[config.mk]
export PLATFORM = sky130hd
export DESIGN_NAME = loop_stack_ctrl
export DESIGN_NICKNAME = d
export VERILOG_FILES = /design/src/rtl/loop_stack_ctrl.sv
export SDC_FILE = /design/constraint.sdc
export NUM_CORES = 1
export LEC_CHECK = 0
export CELL_PAD_IN_SITES_DETAIL_PLACEMENT = 0
export CELL_PAD_IN_SITES_GLOBAL_PLACEMENT = 1
export CORE_ASPECT_RATIO = 0.7
export CORE_UTILIZATION = 31
export DETAILED_ROUTE_END_ITERATION = 10
export HOLD_SLACK_MARGIN = 0.05
export PLACE_DENSITY_LB_ADDON = 0.1
export SETUP_SLACK_MARGIN = 0.05
export SYNTH_ARGS = -nofsm -noshare
export SYNTH_HDL_FRONTEND = slang
export SYNTH_SLANG_ARGS = --single-unit
[constraint.sdc]
create_clock -name clk -period 4.2 [get_ports clk]
set_input_delay 0.84 -clock clk [delete_from_list [all_inputs] [get_ports clk]]
set_output_delay 0.84 -clock clk [all_outputs]
set_load 0.03 [all_outputs]
[src/rtl/loop_stack_ctrl.sv]
// rtl/loop_stack_ctrl.sv - LIFO loop-address stack controller over an external registered RAM
module loop_stack_ctrl #(
    parameter int unsigned i_addr_width   = 16,
    parameter int unsigned max_loop_depth = 32'h100,
    parameter int unsigned sp_width       = 8
) (
    input  logic                    clk,
    input  logic                    rst_n,
    input  logic                    cmd_valid,
    output logic                    cmd_ready,
    input  logic [1:0]              cmd_op,
    input  logic [i_addr_width-1:0] cmd_data,
    output logic                    rsp_valid,
    input  logic                    rsp_ready,
    output logic [i_addr_width-1:0] rsp_data,
    output logic                    error,
    output logic [sp_width:0]       depth,
    output logic                    empty,
    output logic                    full,
    output logic [sp_width-1:0]     ram_write_addr,
    output logic                    ram_write_en,
    output logic [i_addr_width-1:0] ram_write_data,
    output logic [sp_width-1:0]     ram_read_addr,
    input  logic [i_addr_width-1:0] ram_read_data
);

    localparam logic [1:0] OP_PUSH = 2'b00;
    localparam logic [1:0] OP_POP  = 2'b01;
    localparam logic [1:0] OP_PEEK = 2'b10;

    localparam logic [sp_width:0]   MAX_DEPTH = (sp_width+1)'(max_loop_depth);
    localparam logic [sp_width:0]   DEPTH_ONE = (sp_width+1)'(1);
    localparam logic [sp_width-1:0] PTR_ONE   = sp_width'(1);

    typedef enum logic [1:0] {
        S_IDLE = 2'd0,
        S_WAIT = 2'd1,
        S_RESP = 2'd2
    } state_t;

    state_t                  r_state;
    state_t                  w_next_state;
    logic [sp_width:0]       r_depth;
    logic [sp_width-1:0]     r_rd_addr;
    logic [i_addr_width-1:0] r_rsp_data;
    logic                    r_error;

    logic                    w_idle;
    logic                    w_accept;
    logic                    w_is_read_op;
    logic                    w_push_ok;
    logic                    w_read_ok;
    logic                    w_reject;
    logic [sp_width-1:0]     w_top_ptr;

    // Command classification; only IDLE accepts, so everything keys off w_idle.
    assign w_idle       = (r_state == S_IDLE);
    assign w_accept     = cmd_valid & w_idle;
    assign w_is_read_op = (cmd_op == OP_POP) | (cmd_op == OP_PEEK);
    assign w_push_ok    = w_accept & (cmd_op == OP_PUSH) & ~full;
    assign w_read_ok    = w_accept & w_is_read_op & ~empty;
    assign w_reject     = w_accept & ~w_push_ok & ~w_read_ok;
    // Top-of-stack slot; wraps to the last RAM word when depth equals the RAM size.
    assign w_top_ptr    = r_depth[sp_width-1:0] - PTR_ONE;

    assign depth    = r_depth;
    assign empty    = (r_depth == '0);
    assign full     = (r_depth == MAX_DEPTH);
    assign rsp_data = r_rsp_data;
    assign error    = r_error;

    // State register.
    always_ff @(posedge clk or negedge rst_n) begin
        if (!rst_n) begin
            r_state <= S_IDLE;
        end else begin
            r_state <= w_next_state;
        end
    end

    // Next-state: a good pop/peek walks IDLE->WAIT->RESP, RESP holds until consumed.
    always_comb begin
        w_next_state = r_state;
        case (r_state)
            S_IDLE:  if (w_read_ok) w_next_state = S_WAIT;
            S_WAIT:  w_next_state = S_RESP;
            S_RESP:  if (rsp_ready) w_next_state = S_IDLE;
            default: w_next_state = S_IDLE;
        endcase
    end

    // Outputs: handshake flags from state, RAM write strobes straight from the accepted push.
    always_comb begin
        cmd_ready      = w_idle;
        rsp_valid      = (r_state == S_RESP);
        ram_write_en   = w_push_ok;
        ram_write_addr = r_depth[sp_width-1:0];
        ram_write_data = cmd_data;
        ram_read_addr  = w_idle ? w_top_ptr : r_rd_addr;
    end

    // Depth counter: push and pop are mutually exclusive, rejects leave it alone.
    always_ff @(posedge clk or negedge rst_n) begin
        if (!rst_n) begin
            r_depth <= '0;
        end else if (w_push_ok) begin
            r_depth <= r_depth + DEPTH_ONE;
        end else if (w_read_ok && (cmd_op == OP_POP)) begin
            r_depth <= r_depth - DEPTH_ONE;
        end
    end

    // Read address is frozen at accept so WAIT/RESP keep pointing at the same word.
    always_ff @(posedge clk or negedge rst_n) begin
        if (!rst_n) begin
            r_rd_addr <= '0;
        end else if (w_read_ok) begin
            r_rd_addr <= w_top_ptr;
        end
    end

    // Capture RAM output at the WAIT->RESP edge and hold it through the stall.
    always_ff @(posedge clk or negedge rst_n) begin
        if (!rst_n) begin
            r_rsp_data <= '0;
        end else if (r_state == S_WAIT) begin
            r_rsp_data <= ram_read_data;
        end
    end

    // One-cycle error pulse for any rejected command.
    always_ff @(posedge clk or negedge rst_n) begin
        if (!rst_n) begin
            r_error <= 1'b0;
        end else begin
            r_error <= w_reject;
        end
    end

endmodule

==> run metrics, run 1 <==
Via density=4.49; Commonest cells post-synth=dfrtp_1 (36), buf_4 (24), nand2_1 (22); maximum vdd drop=507 uV; Pre-antenna DRT Iters=4; min cycle time layout=3690 ps; core box area=0.00679 mm2; first-pass GRT wire length=7580 um; top-count cell post-synth=dfrtp_1; Post-CTS Setup Inserts=0; Post-Layout Cell Count=350; Worst EP arrival=2850 ps; Layout Nets=306; register area share after synthesis=0.413; placed cells=343; crit path capture type=output pin; vias post-DR=1572; Final ANT Viol Nets=0; Synth Instances=209; r2r endpoint=depth[8]$_DFFE_PN0P_; largest net degree at the start of global routing=37; Synth Area per Inst=10.4 um2; buffers added on ports=68; WL final=4820 um; Synth Cell Area=0.00218 mm2; # DRC=0; Hold Crit Start=r_rd_addr[2]$_DFFE_PN0P_; die area=0.00738 mm2; initial core utilization=0.321; Worst Hold Path Cells=2; Post-synth EDFFs=0; Final Max Tran Viols=0; Total GRT Usage=0.137; root buffer cell=clkbuf_8; largest area contributor in the netlist=dfrtp_1; vias in the first global route=1500; grt total ovfl=0; worst rel slew slack=0.422; DIE HEIGHT=72.2 um; P&R area growth vs syn=32.0%; Max FO, Critical Path=9; post-DP HPWL=3510 um; Synth Flop Type=dfrtp_1; crit-path cells=or4_4 -> nor4b_4 -> nand2_2 -> nand3_1 -> inv_2 -> clkdlybuf4s50_1; Synth Area in Adders=0.0722; post-synthesis mux area share=0.131; main combinational cell family by area after synthesis=multiplexers; Critical Path RT=3360 ps; post-layout util=0.424; Clock Latency Late Sink=290 ps; maxcap violations=0; worst-case clock buffer depth=2; hold crit path type=reg2reg; setup_tns=0 ps; setup slack, reg-to-reg=710 ps; Num Clock Sinks=36; TritonCTS buffer count=5; I/O Pins=101; # diodes=0; CP max stage cell=or4_4; cells on worst reg2reg path=10; Post-CTS Hold Fix Bufs=0; critical path class=reg2out; P per Cell Area=920 mW/mm2; complex-gate fraction of the synthesized area=0.105; # setup viols final=0; Seq cells post-synth=36; share of cells above drive strength 1=0.148; Achievable Freq=271 MHz; Hold Vio Cnt, Final=0; XOR/XNOR share of the synthesized area=0.0522; Mapped Nets=259; slew of the pin with the lowest slew margin=868 ps; routed len/inst=13.8 um; worst stage delay on the critical path=610 ps; Leak=1.23 nW; die width=102 um; Startpoint Class=flip-flop; Final Wtd Congestion=0.741; Yosys top cell area share=0.413; CTS tree=done; Rows=25; Initial DRC Count=37; RSZ-0062 raised after global routing=false; H-tree levels=2; synth top area cells=dfrtp_1 (41%), buf_4 (8.3%), mux2_2 (8.3%), ha_1 (6.3%), mux2_4 (4.8%); initial antenna violation count=0; fin crit share=0.879; status=completed; RR Startpoint=depth[2]$_DFFE_PN0P_; CTS clk-pin slew, worst paths=70 ps; Min-Delay Endpoint=r_rd_addr[2]$_DFFE_PN0P_; Synth cell types=36; cts repair resizes=0; simple-gate share of the synthesized area=0.112; clk_skew=13.6 ps; Yosys Warn Count=0; ys async rst share=1.00
## worst max path at each step
stage                                end  slack (ps)            startpoint  depth (start not counted)
finish                      ram_write_en         510  depth[2]$_DFFE_PN0P_                          6
global route                ram_write_en         320  depth[2]$_DFFE_PN0P_                          6
floorplan           depth[8]$_DFFE_PN0P_         990             cmd_valid                          8
global placement    depth[8]$_DFFE_PN0P_         470             cmd_valid                         10
detailed placement  depth[8]$_DFFE_PN0P_         400             cmd_valid                         10
CTS                         ram_write_en         460  depth[2]$_DFFE_PN0P_                          6
## power by group
group,total [mW],leakage [nW],switching (mW),internal [mW]
Sequential,0.687,0.434,0.177,0.509
Combinational,1.69,0.747,0.915,0.773
Clock,0.274,0.0503,0.128,0.146
## routing by layer
metal	GRT usage	vias up	part of all wire	wire length, um
met5	0	-	0	0
met4	0.0667	0	0.024	114
met3	0.0347	21	0.053	255
met2	0.188	41	0.42	2010
met1	0.200	724	0.51	2440
li1	-	786	-	-
## worst max-delay path: cells and delay by family (launching register included)
family	cells	cell delay, ps
flops	1	500
simple gates	4	1390
buf+inv	2	680
## metrics by stage
stage          cell area (um2)  hold slack, ps  power [mW]  worst slack [ps]
3_5_place_dp              2780             472        2.39               403
5_1_grt                   2880             523        2.83               321
6_report                  2880             485        2.65               506
3_3_place_gp              2780             464        2.40               469
4_1_cts                   2880             489        2.68               464
2_1_floorplan             2180             450        1.83               991
## cells by family after synthesis
group | Yosys count
muxes | 23
xor gates and xnor gates | 13
DFF | 36
and+or+nand+nor | 46
AOI/OAI and AO/OA | 36
buffers and inverters | 43
adders and majority gates | 12
## flip-flops by register name, indices dropped and copies added, names as in the netlist
signal / flops
error: 1
rsp_data: 16
r_rd_addr: 8
r_state: 2
depth: 9
## area by class of cell
class | count | area (um2)
clock buffer | 7 | 96.3
fill | 692 | 3910
inverter | 14 | 52.6
multi-input combinational | 130 | 1030
sequential | 36 | 901
tap | 94 | 118
timing repair buffer | 69 | 683
## cells in the final DEF (no fill, tap or decap), drive strengths merged, types with 3 or more instances in the layout
cell type      instances
clkdlybuf4s50         67
dfrtp                 36
nand2                 23
mux2                  23
o21ai                 19
inv                   14
ha                    11
xnor2                  9
clkbuf                 7
a21oi                  5
nand3                  4
xor2                   4
nor2                   4
nor4                   3
nand2b                 3
Note: power is estimated with default switching activity, not from simulation.
==> run 2, diff against run 1 <==
CTS_BUF_LIST = sky130_fd_sc_hd__clkbuf_8   (was default)
==> results of run 2 <==
No change in the layout: final DEF, timing and power equal those of run 1.
==> run 3, diff against run 2 <==
HOLD_SLACK_MARGIN = 0.12   (was 0.05)
==> results of run 3 <==
No change in the layout: final DEF, timing and power equal those of run 1.
